===== config.mk =====
export PLATFORM = sky130hd
export DESIGN_NAME = conv_window_stream_flat
export DESIGN_NICKNAME = d
export VERILOG_FILES = /design/src/rtl/conv_window_stream_pkg.sv /design/src/rtl/conv_window_stream_if.sv /design/src/rtl/conv_window_stream_line_buffer.sv /design/src/rtl/conv_window_stream.sv /design/src/flat_wrapper.sv
export SDC_FILE = /design/constraint.sdc
export NUM_CORES = 1
export LEC_CHECK = 0
export ABC_AREA = 1
export BUFFER_PORTS_ARGS = -buffer_cell sky130_fd_sc_hd__buf_2
export CORE_MARGIN = 2
export CORE_UTILIZATION = 50
export CTS_CLUSTER_SIZE = 30
export DETAILED_ROUTE_END_ITERATION = 16
export PLACE_DENSITY = 0.78
export SLEW_MARGIN = 20
export SYNTH_ARGS = -nofsm -noshare
export SYNTH_HDL_FRONTEND = slang
export SYNTH_HIERARCHICAL = 1
export SYNTH_SLANG_ARGS = --single-unit
export TNS_END_PERCENT = 50

===== constraint.sdc =====
create_clock -name clk_en -period 20.1 [get_ports clk_en]
set_clock_uncertainty 0.05 [all_clocks]
set_input_delay 4.02 -clock clk_en [delete_from_list [all_inputs] [get_ports clk_en]]
set_output_delay 4.02 -clock clk_en [all_outputs]
set_load 0.02 [all_outputs]

===== src/rtl/conv_window_stream_pkg.sv =====
// Shared types and elaboration-time helpers for the convolution window streamer.
// Holds the frame FSM encoding, the padded/output dimension formulas and the coordinate width.
package conv_pkg;

   localparam int COORD_W = 16;

   typedef enum logic [1:0] {
      IDLE  = 2'd0,
      RUN   = 2'd1,
      FLUSH = 2'd2
   } conv_state_e;

   function automatic int padded_dim(input int img, input int pad);
      return img + 2 * pad;
   endfunction

   function automatic int out_dim(input int padded, input int k, input int stride);
      return (padded - k) / stride + 1;
   endfunction

endpackage


===== src/rtl/conv_window_stream_if.sv =====
// Pixel-in and window-out handshake bundle of the window streamer.
// Both channels: a beat transfers on a rising edge where valid & ready; valid, once high, holds its payload until that transfer.
interface conv_window_stream_if #(
   parameter int DW = 8,
   parameter int WW = 72
);
   logic                          in_valid;
   logic                          in_ready;
   logic [DW-1:0]                 in_data;
   logic                          win_valid;
   logic                          win_ready;
   logic [WW-1:0]                 win_data;
   logic [conv_pkg::COORD_W-1:0]  win_row;
   logic [conv_pkg::COORD_W-1:0]  win_col;

   modport master (
      output in_valid, in_data, win_ready,
      input  in_ready, win_valid, win_data, win_row, win_col
   );

   modport slave (
      input  in_valid, in_data, win_ready,
      output in_ready, win_valid, win_data, win_row, win_col
   );
endinterface


===== src/rtl/conv_window_stream_line_buffer.sv =====
// One image-row delay line: the output is the sample pushed DEPTH enables earlier.
// Storage is never cleared; shifting is frozen while reset is held.
module conv_line_buffer #(
   parameter int WIDTH = 8,
   parameter int DEPTH = 32
) (
   input  logic             clk_en,
   input  logic             rst_n,
   input  logic             en,
   input  logic [WIDTH-1:0] din,
   output logic [WIDTH-1:0] dout
);
   logic [WIDTH-1:0] mem [DEPTH];

   always_ff @(posedge clk_en) begin
      if (en && rst_n) begin
         mem[0] <= din;
         for (int i = 1; i < DEPTH; i++) begin
            mem[i] <= mem[i-1];
         end
      end
   end

   assign dout = mem[DEPTH-1];

endmodule


===== src/rtl/conv_window_stream.sv =====
// Raster-order sliding-window generator with built-in zero padding and stride.
// A padded-coordinate scanner pushes one sample per step; line buffers supply the upper window rows.
module conv_window_stream
   import conv_pkg::*;
#(
   parameter int BITWIDTH = 8,
   parameter int CHANNELS = 1,
   parameter int IMG_W    = 32,
   parameter int IMG_H    = 32,
   parameter int K_W      = 3,
   parameter int K_H      = 3,
   parameter int STRIDE   = 1,
   parameter int PADDING  = 0
) (
   input  logic                 clk_en,
   input  logic                 rst_n,
   input  logic                 start,
   conv_window_stream_if.slave  bus,
   output logic                 busy,
   output logic                 frame_done,
   output conv_state_e          state_dbg
);
   localparam int DW = CHANNELS * BITWIDTH;
   localparam int WW = K_H * K_W * DW;
   localparam int PW = padded_dim(IMG_W, PADDING);
   localparam int PH = padded_dim(IMG_H, PADDING);
   localparam logic [COORD_W-1:0] S_LAST = COORD_W'(STRIDE - 1);
   localparam logic [COORD_W-1:0] ONE    = COORD_W'(1);

   conv_state_e        state;
   logic [COORD_W-1:0] px, py;
   logic [COORD_W-1:0] c_ph, r_ph;
   logic [COORD_W-1:0] out_col, out_row;
   int                 px_i, py_i;
   logic               pad_coord, can_push, push;
   logic               row_ok, col_ok, emit;

   logic [DW-1:0]      col_in [K_H];
   logic [DW-1:0]      win_q  [K_H][K_W];
   logic [DW-1:0]      win_nx [K_H][K_W];
   logic [WW-1:0]      win_flat;

   assign px_i = int'(px);
   assign py_i = int'(py);

   assign pad_coord = (py_i < PADDING) || (py_i >= PADDING + IMG_H) ||
                      (px_i < PADDING) || (px_i >= PADDING + IMG_W);

   // A held, unaccepted window blocks the scanner so its payload stays stable.
   assign can_push    = (state == RUN) && (!bus.win_valid || bus.win_ready);
   assign push        = can_push && (pad_coord || bus.in_valid);
   assign bus.in_ready = can_push && !pad_coord;

   // Stride phases count from the first column/row where a full window exists.
   assign row_ok = (py_i >= K_H - 1) && (r_ph == '0);
   assign col_ok = (px_i >= K_W - 1) && (c_ph == '0);
   assign emit   = push && row_ok && col_ok;

   assign col_in[K_H-1] = pad_coord ? '0 : bus.in_data;

   for (genvar j = 0; j < K_H - 1; j++) begin : g_lb
      conv_line_buffer #(
         .WIDTH (DW),
         .DEPTH (PW)
      ) u_lb (
         .clk_en (clk_en),
         .rst_n  (rst_n),
         .en     (push),
         .din    (col_in[K_H-1-j]),
         .dout   (col_in[K_H-2-j])
      );
   end

   always_comb begin
      win_nx = win_q;
      for (int r = 0; r < K_H; r++) begin
         for (int c = 0; c < K_W - 1; c++) begin
            win_nx[r][c] = win_q[r][c+1];
         end
         win_nx[r][K_W-1] = col_in[r];
      end
   end

   always_comb begin
      win_flat = '0;
      for (int r = 0; r < K_H; r++) begin
         for (int c = 0; c < K_W; c++) begin
            win_flat[(r*K_W + c)*DW +: DW] = win_nx[r][c];
         end
      end
   end

   always_ff @(posedge clk_en) begin
      if (push) begin
         win_q <= win_nx;
      end
   end

   always_ff @(posedge clk_en) begin
      if (!rst_n) begin
         state         <= IDLE;
         px            <= '0;
         py            <= '0;
         c_ph          <= '0;
         r_ph          <= '0;
         out_col       <= '0;
         out_row       <= '0;
         bus.win_valid <= 1'b0;
         bus.win_data  <= '0;
         bus.win_row   <= '0;
         bus.win_col   <= '0;
         busy          <= 1'b0;
         frame_done    <= 1'b0;
      end else begin
         frame_done <= 1'b0;
         if (bus.win_valid && bus.win_ready) begin
            bus.win_valid <= 1'b0;
         end
         unique case (state)
            IDLE: begin
               busy <= 1'b0;
               if (start) begin
                  state   <= RUN;
                  busy    <= 1'b1;
                  px      <= '0;
                  py      <= '0;
                  c_ph    <= '0;
                  r_ph    <= '0;
                  out_col <= '0;
                  out_row <= '0;
               end
            end
            RUN: begin
               if (push) begin
                  // An emit here overrides the accept-clear above, so back-to-back windows keep valid high.
                  if (emit) begin
                     bus.win_valid <= 1'b1;
                     bus.win_data  <= win_flat;
                     bus.win_row   <= out_row;
                     bus.win_col   <= out_col;
                     out_col       <= out_col + ONE;
                  end
                  if (px_i == PW - 1) begin
                     px      <= '0;
                     c_ph    <= '0;
                     out_col <= '0;
                     if (py_i >= K_H - 1) begin
                        r_ph <= (r_ph == S_LAST) ? '0 : r_ph + ONE;
                     end
                     if (row_ok) begin
                        out_row <= out_row + ONE;
                     end
                     if (py_i == PH - 1) begin
                        state <= FLUSH;
                     end else begin
                        py <= py + ONE;
                     end
                  end else begin
                     px <= px + ONE;
                     if (px_i >= K_W - 1) begin
                        c_ph <= (c_ph == S_LAST) ? '0 : c_ph + ONE;
                     end
                  end
               end
            end
            FLUSH: begin
               if (!bus.win_valid) begin
                  state      <= IDLE;
                  frame_done <= 1'b1;
               end
            end
            default: state <= IDLE;
         endcase
      end
   end

   assign state_dbg = state;

endmodule

===== src/flat_wrapper.sv =====
// flat-port wrapper written by rule: the top's interface ports become plain ports
module conv_window_stream_flat import conv_pkg::*;
#(
   parameter int BITWIDTH = 8,
   parameter int CHANNELS = 1,
   parameter int IMG_W    = 32,
   parameter int IMG_H    = 32,
   parameter int K_W      = 3,
   parameter int K_H      = 3,
   parameter int STRIDE   = 1,
   parameter int PADDING  = 0
)
  (clk_en, rst_n, start, busy, frame_done, state_dbg, bus_in_valid, bus_in_data, bus_win_ready, bus_in_ready, bus_win_valid, bus_win_data, bus_win_row, bus_win_col);
  conv_window_stream_if bus_i ();
  input  logic clk_en;
  input  logic rst_n;
  input  logic start;
  output logic busy;
  output logic frame_done;
  output conv_state_e state_dbg;
  input wire logic [$bits(bus_i.in_valid)-1:0] bus_in_valid;
  input wire logic [$bits(bus_i.in_data)-1:0] bus_in_data;
  input wire logic [$bits(bus_i.win_ready)-1:0] bus_win_ready;
  output wire logic [$bits(bus_i.in_ready)-1:0] bus_in_ready;
  output wire logic [$bits(bus_i.win_valid)-1:0] bus_win_valid;
  output wire logic [$bits(bus_i.win_data)-1:0] bus_win_data;
  output wire logic [$bits(bus_i.win_row)-1:0] bus_win_row;
  output wire logic [$bits(bus_i.win_col)-1:0] bus_win_col;
  assign bus_i.in_valid = bus_in_valid;
  assign bus_i.in_data = bus_in_data;
  assign bus_i.win_ready = bus_win_ready;
  assign bus_in_ready = bus_i.in_ready;
  assign bus_win_valid = bus_i.win_valid;
  assign bus_win_data = bus_i.win_data;
  assign bus_win_row = bus_i.win_row;
  assign bus_win_col = bus_i.win_col;
  conv_window_stream #(.BITWIDTH(BITWIDTH), .CHANNELS(CHANNELS), .IMG_W(IMG_W), .IMG_H(IMG_H), .K_W(K_W), .K_H(K_H), .STRIDE(STRIDE), .PADDING(PADDING)) u_core (.clk_en(clk_en), .rst_n(rst_n), .start(start), .bus(bus_i), .busy(busy), .frame_done(frame_done), .state_dbg(state_dbg));
endmodule

Word-level counts from Yosys, hierarchy flattened
Memories as Yosys holds them, arrays and structs flattened.
Index checks and enable logic that the tools add are counted.

word-level totals
  bits in registers = 253
  RAM bits = 512
  input port bits = 13
  word-level logic and storage cells = 117
  memories kept = 2

operators by class
  $add $sub $neg = 6
  order comparisons = 6
  eq/ne operators = 14
  multiplexer cells = 41
  reductions and logical operators = 29

memories
  memory                   depth  width  read ports  clocked after Yosys merged registers in  write ports  line                                  RTL
  u_core.g_lb[0].u_lb.mem  32     8      32          0                                        32           conv_window_stream_line_buffer.sv:13  logic [WIDTH-1:0] mem [DEPTH];
  u_core.g_lb[1].u_lb.mem  32     8      32          0                                        32           conv_window_stream_line_buffer.sv:13

operator list
  operator                 count
  $mux W16                 20
  $pmux W16 S2             6
  $add A16 B1 Y16 const B  6
  $eq A16 B6 Y1 const B    2
  $ge A16 B2 Y1 const B    2
  $ge A16 B6 Y1 const B    2
  $logic_not A16 Y1        2
  $lt A16 B1 Y1 const B    2
  $reduce_and A5 Y1        4
  $ne A2 B2 Y1 const B     7
  $mux W2                  5
  $logic_and A1 B1 Y1      9
  $mux W1                  8
  $mux W8                  1
  $reduce_and A4 Y1        2
  $pmux W2 S3              1
  $reduce_and A3 Y1        2
  $logic_or A1 B1 Y1       5
  $ne A3 B2 Y1 const B     1
  $ne A3 B3 Y1 const B     1
  $eq A2 B1 Y1 const B     1
  $eq A2 B2 Y1 const B     1
  $logic_not A1 Y1         2
  $logic_not A2 Y1         1
  3 further kinds          3

Longest topological paths before layout
Gate-level depths: netlist of the first run.

  depth in word-level cells = 12
  gate-level depth with buffers = 14
  mapped depth without buffers = 14

Cells and area by module
Netlist of the first run, hierarchy kept.

modules (own cells, without submodules)
  module              times used  cells each  area an instance (um^2)  sequential area each (um^2)
  conv_line_buffer    2           266         7754.9                   7687.4
  conv_window_stream  1           1561        11721.2                  5545.3

Worst setup path after synthesis of the first run
Ideal clock, no wire load.

  path type = input port to flip-flop
  from = in bus_win_ready
  to = mem u_core.g_lb[0].u_lb.mem[0][0] (enable)
  data arrival time = 10.400 ns
  required time = 19.444 ns
  path slack = 9.044 ns
  stages = 6
  path buffers = 0
  cell sequence = nor2_1 nor2_2 nand2_2 inv_1 nand2_1 inv_1

RTL lines
  item                line                                  RTL
  start: declaration  flat_wrapper.sv:23                    input wire logic [$bits(bus_i.win_ready)-1:0] bus_win_ready;
  end: declaration    conv_window_stream_line_buffer.sv:13

Worst setup path after layout of the first run
  from = in bus_win_ready
  to = out bus_in_ready

between the ends
  cells in the longest elaborated chain, start to end = 3

ends and longest elaborated chain
  item                 line                      RTL
  $logic_or A1 B1 Y1   conv_window_stream.sv:50  assign can_push = (state == RUN) && (!bus.win_valid || bus.win_ready);
  $logic_and A1 B1 Y1  conv_window_stream.sv:50
  $logic_and A1 B1 Y1  conv_window_stream.sv:52  assign bus.in_ready = can_push && !pad_coord;
  end: declaration     flat_wrapper.sv:24        output wire logic [$bits(bus_i.in_ready)-1:0] bus_in_ready;

Every way passes these cells.

==> qor.csv, run 1 <==
metric,value,unit
routed_wl,48.0,mm
worstSetupEndpointType,output pin,
powerDensity,103,nW/µm²
syn-cell-area,27200,µm²
layout-drive-gt1-share,12.7,%
final_cells,2963,
grt_pass1_wl,76.8,mm
cts_hold_buffers,0,
cts_sinks,765,
avgSynthCellArea,13.0,µm²
post_cts.repair.setup_buffers,0,
worstHoldPathType,reg -> reg,
async_flop_share,0,%
whs,0.358,ns
num_rows,85,
rsz0062_at_grt,no,
drc,0,
antenna_cells,0,
synth_common_cells,"edfxtp_1, nor2_1, nand2_1",
max_freq,0.116,GHz
yosysTopAreaCell,edfxtp_1,
worstPathMaxFanout,3,
outcome,"complete, no violations",
dr.pass1.iters,7,
hpwl,27.5,mm
grt_max_degree,164,
irDropWorstVdd,0.0726,mV
die_w,237,µm
final_antenna_net_count,0,
vias_per_cell,5.23,
dieArea,56300,µm²
place.gp.congestion,0.883,
syn-num-nets,2116,
via_count,15500,
coreArea,53800,µm²
cpMaxStageDelayCell,nor2_1,
yosys_warnings,6,
tightestPinTransition,1.02,ns
placed_cells,2830,
initial_core_util,50.6,%
setup_tns,0,ns
ys_seq_area_share,76.8,%
grt_pass1_vias,14900,
drv_slew,0,
synth_area_leaders,"edfxtp_1, dfxtp_1, nor2_1, nand2_1, a21oi_1",
crit_chain,buf_2 > nor2_1 > nor3_1 > buf_2,
startpoint_type,primary input,
wl_per_cell,16.2,µm
cap_violations,0,
clk_latency,0.61,ns
fin_nets,2231,
grt_use_total,17.0,%
critical_path_arrival,4.57,ns
cts_made_buffers,72,
synth_ff_type,edfxtp_1,
synth_edf_count,560,
slew_headroom,31.8,%
cts_max_level,3,
power_leakage,10.8,nW
syn_inst,2093,
crit_top_cell,buf_2,
hold_viol,0,
overflow,0,
fin_crit_sh,43.0,%
cts_root_buf,clkbuf_16,
areaGrowthSynthToFinish,12.7,%
finalCriticalPeriod,8.64,ns
pin_count,123,
crit_type,in -> out,
finalSetupViolCount,0,
cts_resized,0,
synth_top_area_share,61.8,%
drt_iter0_markers,1356,
worst_ep_required_time,16.03,ns
max-clock-path-buffers,3,
cpPeakStageDelay,0.19,ns
yosysUniqueCellTypes,37,
portBuffers,122,
die_y,237,µm
clkTransAtPathRegs,0.06,ns
ys_ff_latch,765,
antenna_found_initial,0,
synthMostInstantiatedCell,edfxtp_1,
cts_tree,built,
==> kinds of logic after synthesis <==
kind of cell	after synthesis	share of synthesized area, %
buf+inv	218	3.70
compound gates	218	4.38
fa+ha+maj	10	0.459
simple gates	834	13.1
xor+xnor	48	1.54
flops	765	76.8
==> path summary, 6_finish.rpt <==
| path | depth (start not counted) | end | slack (ns) | from |
|---|---|---|---|---|
| max reg2reg | 11 | u_core/g_lb[1].u_lb/mem[1][68] | 15.31 | u_core/state_dbg[0] |
| min | 0 | u_core/g_lb[0].u_lb/mem[1][58] | 0.36 | u_core/g_lb[0].u_lb/mem[1][50] |
| min reg2reg | 0 | u_core/g_lb[0].u_lb/mem[1][58] | 0.36 | u_core/g_lb[0].u_lb/mem[1][50] |
| max | 4 | bus_in_ready | 11.46 | bus_win_ready |
==> power by group <==
group / internal (mW) / switching, mW / total (mW)
registers: 1.72 / 0.0125 / 1.73
clock network: 0.781 / 0.571 / 1.35
logic: 0.0147 / 0.0684 / 0.0831
==> worst max-delay path, delay by kind of cell <==
family                 cells  cell delay [ns]
buffers and inverters      2             0.27
AND/OR/NAND/NOR            2             0.28
==> through the flow <==
step	utilization, %	worst slack, ns	total power, mW	instance area (µm²)
6_report	57.0	11.46	3.17	30700
5_1_grt	57.0	11.43	3.27	30700
4_1_cts	57.0	11.46	3.20	30700
3_5_place_dp	52.6	11.47	1.85	28300
3_3_place_gp	52.6	11.46	1.84	28300
2_1_floorplan	-	9.04	1.83	27200
==> area by class of cell <==
class | count | area, µm²
Fill cell | 4159 | 23100
Sequential cell | 765 | 20900
Multi-Input combinational cell | 1110 | 5310
Clock buffer | 94 | 2020
Tap cell | 696 | 871
Timing Repair Buffer | 132 | 689
Inverter | 127 | 493
Clock inverter | 39 | 375
==> layer usage <==
metal / global-route usage, % / share of wire, %
met1: 23.0 / 45
met5: 0 / 0
met3: 4.18 / 5.9
met4: 6.21 / 2.9
met2: 27.0 / 46
==> sequential cells by signal, indices dropped and copies added, names as in the netlist <==
| name | cells |
|---|---|
| u_core/bus.win_valid | 1 |
| u_core/px | 16 |
| u_core/win_flat | 48 |
| u_core/bus.win_row | 16 |
| u_core/busy | 1 |
| u_core/bus.win_col | 16 |
| u_core/g_lb.u_lb/mem | 512 |
| u_core/out_row | 16 |
| u_core/r_ph | 16 |
| u_core/out_col | 16 |
| u_core/c_ph | 16 |
| u_core/py | 16 |
| u_core/state_dbg | 2 |
| u_core/frame_done | 1 |
| u_core/bus.win_data | 72 |
==> layout by cell type, fill, tap and decap left out, types with 3 or more instances in the layout <==
master / netlist / layout
inv_2: 10 / 11
inv_1: 117 / 113
nor3_1: 41 / 41
clkbuf_1: 31 / 12
bufinv_16: 0 / 5
a211oi_2: 4 / 4
xor2_1: 45 / 45
a211oi_1: 23 / 23
dfxtp_1: 205 / 205
nand2_4: 3 / 3
clkinv_2: 0 / 22
inv_6: 0 / 3
nor3b_1: 5 / 5
nand2_2: 3 / 4
a21oi_1: 94 / 94
nor2_1: 347 / 347
clkinv_1: 0 / 5
o21ai_0: 93 / 93
nor4_1: 5 / 5
buf_4: 25 / 9
nor2_2: 8 / 7
clkbuf_16: 0 / 75
edfxtp_1: 560 / 560
ha_1: 10 / 10
clkbuf_8: 0 / 7
nand4_1: 49 / 49
buf_2: 23 / 122
nand2_1: 272 / 271
nand3_1: 91 / 91
xnor2_1: 3 / 3
Power figures use the tool's default switching activity.
==> run 2: changes to the inputs <==
==> constraint.sdc (replaced) <==
create_clock -name clk_en -period 8.6 [get_ports clk_en]
set_clock_uncertainty 0.05 [all_clocks]
set_input_delay 1.72 -clock clk_en [delete_from_list [all_inputs] [get_ports clk_en]]
set_output_delay 1.72 -clock clk_en [all_outputs]
set_load 0.02 [all_outputs]
==> run 2 against run 1 <==
  * Largest cell class unchanged
  * Combinational power grew 140%
  * First-iteration DRC count grew 6.5%
  * Register-to-register slack lost 11 ns
  * Clock power grew 150%
  * Via count grew 1.7%
  * Sequential power grew 130%
  * Critical path depth grew 5
  * Worst setup slack lost 7.5 ns
  * Final area grew 0.57%
  * Critical endpoint is now u_core/g_lb[1].u_lb/mem[0][38]
  * Non-clock buffer count grew 3
  * Routed wire length grew 5.4%
  * Utilization grew 0.33 points
==> qor.csv, run 2 (synthesis gave the netlist of run 1 again) <==
metric,value,unit,change
pin_count,123,,unchanged
areaGrowthSynthToFinish,13.3,%,was 12.7%
fin_crit_sh,54.2,%,
final_common_cell,edfxtp_1,,unchanged
critical_path_arrival,4.82,ns,was 4.57 ns
worstHoldPathType,reg -> reg,,unchanged
pwr-share-seq,53.4,%,was 54.7%
dieArea,56300,µm²,unchanged
hpwl,28.6,mm,was 27.5 mm
largest_reg_flops,512,,unchanged
fin_nets,2235,,"was 2,231"
cts_tree,built,,unchanged
outcome,"complete, no violations",,unchanged
drv_slew,0,,unchanged
drt_iter0_markers,1444,,"was 1,356"
grt_pass1_vias,15000,,"was 14,900"
max-clock-path-buffers,3,,unchanged
vias_per_cell,5.31,,was 5.23
hold_viol,0,,unchanged
power_leakage,10.9,nW,was 10.8 nW
startpoint_type,primary input,,unchanged
cts_made_buffers,73,,was 72
cts_hold_buffers,0,,unchanged
die_y,237,µm,unchanged
clkTransAtPathRegs,0.06,ns,about the same
layout-drive-gt1-share,12.6,%,was 12.7%
irDropWorstVdd,0.135,mV,was 0.0726 mV
rr_worst_depth,10,,was 11
clk_latency,0.61,ns,about the same
worst_ep_required_time,8.77,ns,was 16.03 ns
cts_resized,0,,unchanged
portBuffers,122,,unchanged
via_count,15800,,"was 15,500"
coreArea,53800,µm²,unchanged
place.gp.congestion,0.867,,was 0.883
final_area,30900,µm²,"was 30,700 µm²"
cts_sinks,765,,unchanged
overflow,0,,unchanged
hold_depth,0,,unchanged
slew_headroom,31.6,%,was 31.8%
dr.pass1.iters,5,,was 7
p_int,6.03,mW,was 2.52 mW
worstPathMaxFanout,99,,was 3
cap_violations,0,,unchanged
rsz0062_at_grt,no,,unchanged
finalCriticalPeriod,4.66,ns,
grt_pass1_wl,79.5,mm,was 76.8 mm
switching_share,20.5,%,was 20.6%
routed_wl,50.6,mm,was 48.0 mm
drc,0,,unchanged
cts_root_buf,clkbuf_16,,unchanged
grt_max_degree,112,,was 164
final_antenna_net_count,0,,unchanged
regMostFlops,u_core/g_lb.u_lb/mem,,unchanged
powerDensity,246,nW/µm²,was 103 nW/µm²
post_cts.repair.setup_buffers,0,,unchanged
place_area,28300,µm²,about the same
initial_core_util,50.6,%,unchanged
max_freq,0.215,GHz,
p_total,7.58,mW,was 3.17 mW
final_util,57.3,%,was 57.0%
clockPowerShare,44.0,%,was 42.7%
antenna_found_initial,3,,was 0
num_rows,85,,unchanged
antenna_cells,0,,unchanged
crit_type,in -> reg,,was in -> out
wl_per_cell,17.1,µm,was 16.2 µm
finalSetupViolCount,0,,unchanged
power.switching,1.56,mW,was 0.652 mW
cts_max_level,3,,unchanged
worstSetupEndpointType,flop,,was output pin
final_cell_mix,"edfxtp_1, nor2_1, nand2_1, dfxtp_1, buf_2",,unchanged
grt_use_total,17.8,%,was 17.0%
placed_cells,2831,,"was 2,830"
final_cells,2966,,"was 2,963"
die_w,237,µm,unchanged
tightestPinTransition,1.03,ns,was 1.02 ns
power_frac_comb,2.6,%,about the same
run 2: power groups by stage:
stage / clock network [mW] / registers [mW] / logic [mW]
finish: 3.34 / 4.05 / 0.199
CTS: 3.42 / 4.05 / 0.196
global route: 3.54 / 4.05 / 0.219
detailed placement: 0 / 4.13 / 0.195
floorplan: 0 / 4.13 / 0.151
global placement: 0 / 4.12 / 0.188
run 2: per-stage QoR:
step | setup slack [ns] | setup TNS [ns] | hold slack (ns)
final | 3.94 | 0 | 0.359
after global routing | 3.69 | 0 | 0.348
after CTS | 3.95 | 0 | 0.347
after detailed placement | 3.29 | 0 | 0.355
after global placement | 3.44 | 0 | 0.350
after floorplan | -0.156 | -40.04 | 0.350
run 2: final cells by class:
class                           instances  area (µm²)
Fill cell                            4156       23000
Sequential cell                       765       20900
Multi-Input combinational cell       1110        5310
Clock buffer                           96        2010
Tap cell                              696         871
Timing Repair Buffer                  135         741
Clock inverter                         37         507
Inverter                              127         489
run 2: metal layers:
metal  part of all wire [%]  GRT usage, %
met1                     43          23.9
met2                     47          28.4
met3                    7.3          4.47
met4                    2.7          6.00
met5                  0.053             0
run 2: critical path, cell delays in order:
cell     delay (ns)
buf_2          0.08
nor2_1         0.08
nor2_2         0.15
nand2_2        0.15
inv_2          0.37
buf_4          0.51
nand2_1        0.24
inv_8          0.54
buf_4          0.89
run 2: path summary, 6_finish.rpt:
check / from / end / slack [ns]
setup / recovery: bus_win_ready / u_core/g_lb[1].u_lb/mem[0][38] / 3.94
hold / removal: u_core/g_lb[1].u_lb/mem[0][19] / u_core/g_lb[1].u_lb/mem[0][27] / 0.36
setup reg to reg: u_core/state_dbg[0] / u_core/g_lb[1].u_lb/mem[0][38] / 4.41
hold reg to reg: u_core/g_lb[1].u_lb/mem[0][19] / u_core/g_lb[1].u_lb/mem[0][27] / 0.36
==> run 3: changes to the inputs <==
--- a/config.mk
+++ b/config.mk
@@ -5,7 +5,7 @@
 export SDC_FILE = /design/constraint.sdc
 export NUM_CORES = 1
 export LEC_CHECK = 0
-export ABC_AREA = 1
+export ABC_AREA = 0
 export BUFFER_PORTS_ARGS = -buffer_cell sky130_fd_sc_hd__buf_2
 export CORE_MARGIN = 2
 export CORE_UTILIZATION = 50
==> constraint.sdc (replaced) <==
create_clock -name clk_en -period 4.7 [get_ports clk_en]
set_clock_uncertainty 0.05 [all_clocks]
set_input_delay 0.94 -clock clk_en [delete_from_list [all_inputs] [get_ports clk_en]]
set_output_delay 0.94 -clock clk_en [all_outputs]
set_load 0.02 [all_outputs]
==> run 3 against run 2 <==
  * Synthesized cell count is 19% lower
  * Sequential share of layout area is 2.0 points higher
  * First-iteration DRC count is 16% lower
  * Clock-buffer cell count is 1 lower
  * Hold slack worse by 0.0080 ns
  * Flip-flop and latch count stayed put
  * Total power is 80% higher
  * Critical path depth stayed put
  * Utilization is 0.76 points higher
  * Area after synthesis is 3.7% lower
  * Final area is 2.8% lower
==> qor.csv, run 3 <==
metric,value,unit,change
clk_latency,0.61,ns,about the same
max-clock-path-buffers,3,,unchanged
place.gp.congestion,0.811,,was 0.867
cts_resized,0,,unchanged
multiInputGateArea,4860,µm²,was 5310 µm²
powerDensity,456,nW/µm²,was 246 nW/µm²
worst_ep_required_time,5.15,ns,was 8.77 ns
initial_core_util,50.8,%,was 50.6%
post_cts.repair.setup_buffers,0,,unchanged
layout-drive-gt1-share,14.7,%,was 12.6%
grt_max_degree,103,,was 112
synth_ff_type,edfxtp_1,,unchanged
synthMostInstantiatedCell,edfxtp_1,,unchanged
critical_path_arrival,3.83,ns,was 4.82 ns
async_flop_share,0,%,unchanged
ys_ff_latch,765,,unchanged
portBuffers,122,,unchanged
setup_tns,0,ns,unchanged
antenna_cells,0,,unchanged
die_w,233,µm,was 237 µm
pin_count,123,,unchanged
worstHoldPathType,reg -> reg,,unchanged
cts_made_buffers,74,,was 73
syn_inst,1696,,"was 2,093"
finalSetupViolCount,0,,unchanged
avgSynthCellArea,15.5,µm²,was 13.0 µm²
power_leakage,9.57,nW,was 10.9 nW
irDropWorstVdd,0.303,mV,was 0.135 mV
regMostFlops,u_core/g_lb.u_lb/mem,,unchanged
syn-cell-area,26200,µm²,"was 27,200 µm²"
wl_per_cell,17.8,µm,was 17.1 µm
finalCriticalPeriod,3.38,ns,
fin_nets,1852,,"was 2,235"
final_antenna_net_count,0,,unchanged
drc,0,,unchanged
outcome,"complete, no violations",,unchanged
yosysTopAreaCell,edfxtp_1,,unchanged
slew_headroom,26.8,%,was 31.6%
worstSetupEndpointType,flop,,unchanged
dieArea,54300,µm²,"was 56,300 µm²"
num_rows,83,,was 85
grt_use_total,17.0,%,was 17.8%
register_area,20900,µm²,unchanged
yosys_warnings,6,,unchanged
areaGrowthSynthToFinish,14.4,%,was 13.3%
max_freq,0.296,GHz,
cts_root_buf,clkbuf_16,,unchanged
final_util,58.1,%,was 57.3%
drv_slew,0,,unchanged
synth_area_leaders,"edfxtp_1, dfxtp_1, nand2_1, a21boi_0, nor2_1",,"was edfxtp_1, dfxtp_1, nor2_1, nand2_1, a21oi_1"
coreArea,51600,µm²,"was 53,800 µm²"
hold_depth,0,,unchanged
clkTransAtPathRegs,0.06,ns,about the same
grt_pass1_vias,13500,,"was 15,000"
hpwl,25.8,mm,was 28.6 mm
largest_reg_flops,512,,unchanged
synth_common_cells,"edfxtp_1, nand2_1, dfxtp_1",,"was edfxtp_1, nor2_1, nand2_1"
routed_wl,45.7,mm,was 50.6 mm
overflow,0,,unchanged
crit_type,reg -> reg,,was in -> reg
fin_ws,1.32,ns,was 3.94 ns
fill_cells,3810,,"was 4,156"
dr.pass1.iters,6,,was 5
cts_tree,built,,unchanged
grt_pass1_wl,72.3,mm,was 79.5 mm
cap_violations,0,,unchanged
antenna_found_initial,0,,was 3
cts_hold_buffers,0,,unchanged
final_cell_mix,"edfxtp_1, nand2_1, dfxtp_1, buf_2, a21boi_0",,"was edfxtp_1, nor2_1, nand2_1, dfxtp_1, buf_2"
via_count,13900,,"was 15,800"
yosysUniqueCellTypes,63,,was 37
cts_max_level,3,,unchanged
vias_per_cell,5.42,,was 5.31
place_ws,1.18,ns,was 3.29 ns
fin_crit_sh,72.0,%,
final_common_cell,edfxtp_1,,unchanged
syn-num-nets,1719,,"was 2,116"
rr_worst_depth,9,,was 10
synth_edf_count,560,,unchanged
tightestPinTransition,1.07,ns,was 1.03 ns
hold_viol,0,,unchanged
final_cells,2570,,"was 2,966"
startpoint_type,flop,,was primary input
synth_top_area_share,64.1,%,was 61.8%
cts_sinks,765,,unchanged
ys_seq_area_share,79.8,%,was 76.8%
worstPathMaxFanout,58,,was 99
rsz0062_at_grt,no,,unchanged
drt_iter0_markers,1207,,"was 1,444"
placed_cells,2433,,"was 2,831"
die_y,233,µm,was 237 µm
-- run 3: cell types whose count changed in the layout (fill, tap and decap cells not counted), sizes merged, moves of 17 or more --
cell / delta
a21boi: +114
or4: +18
nand3: -51
a211oi: -22
nand4: -28
inv: -107
a21oi: -65
xor2: -28
o21ai: -73
nor2: -291
and2: +17
and3: +23
nor3: -25
xnor2: +21
-- run 3: area by class of cell --
type | count | area share [%]
Tap cell | 680 | 2.84
Inverter | 17 | 0.213
Clock buffer | 95 | 6.86
Sequential cell | 765 | 69.8
Clock inverter | 42 | 1.36
Timing Repair Buffer | 140 | 2.75
Multi-Input combinational cell | 831 | 16.2
-- run 3: critical path: stages (launching register included) --
cell      delay (ns)
dfxtp_1         0.33
inv_1           0.09
ha_1            0.15
nor4b_1         0.37
nand4_1         0.32
nor3_1          0.60
and3_4          0.73
buf_12          0.29
nand2_1         0.11
a21boi_0        0.23
-- run 3: report_power, final --
group	switching, mW	leakage, nW	internal, mW
Sequential	0.0550	6.32	7.37
Clock	2.47	1.20	3.45
Combinational	0.248	2.05	0.0757
Total	2.77	9.57	10.9
-- run 3: worst paths after layout --
check / startpoint / endpoint / slack [ns]
hold / removal: u_core/g_lb[1].u_lb/mem[0][68] / u_core/g_lb[1].u_lb/mem[0][76] / 0.35
hold reg to reg: u_core/g_lb[1].u_lb/mem[0][68] / u_core/g_lb[1].u_lb/mem[0][76] / 0.35
setup reg to reg: u_core/r_ph[0] / u_core/bus.win_data[39] / 1.32
setup / recovery: u_core/r_ph[0] / u_core/bus.win_data[39] / 1.32
-- run 3: per-stage QoR --
| step | power [mW] | hold WS, ns | area (µm²) |
|---|---|---|---|
| global placement | 7.87 | 0.352 | 27500 |
| finish | 13.7 | 0.351 | 30000 |
| detailed placement | 7.89 | 0.355 | 27500 |
| CTS | 13.8 | 0.352 | 30000 |
| global route | 14.1 | 0.364 | 30000 |
| floorplan | 7.78 | 0.350 | 26200 |
-- run 3: cell families after synthesis --
logic type / Yosys count / share of synthesized area [%]
AO/OA/AOI/OAI: 232 / 6.35
multiplexers: 4 / 0.153
XOR/XNOR: 41 / 1.37
AND/OR/NAND/NOR: 544 / 10.1
flip-flops: 765 / 79.8
buffers and inverters: 100 / 1.79
adder cells (fa/ha/maj): 10 / 0.477
-- run 3: routing by layer --
layer | global-route usage (%) | wire length (µm)
met4 | 5.12 | 977
met2 | 26.9 | 21600
met5 | 0 | 0
met1 | 23.1 | 20100
met3 | 4.62 | 3020
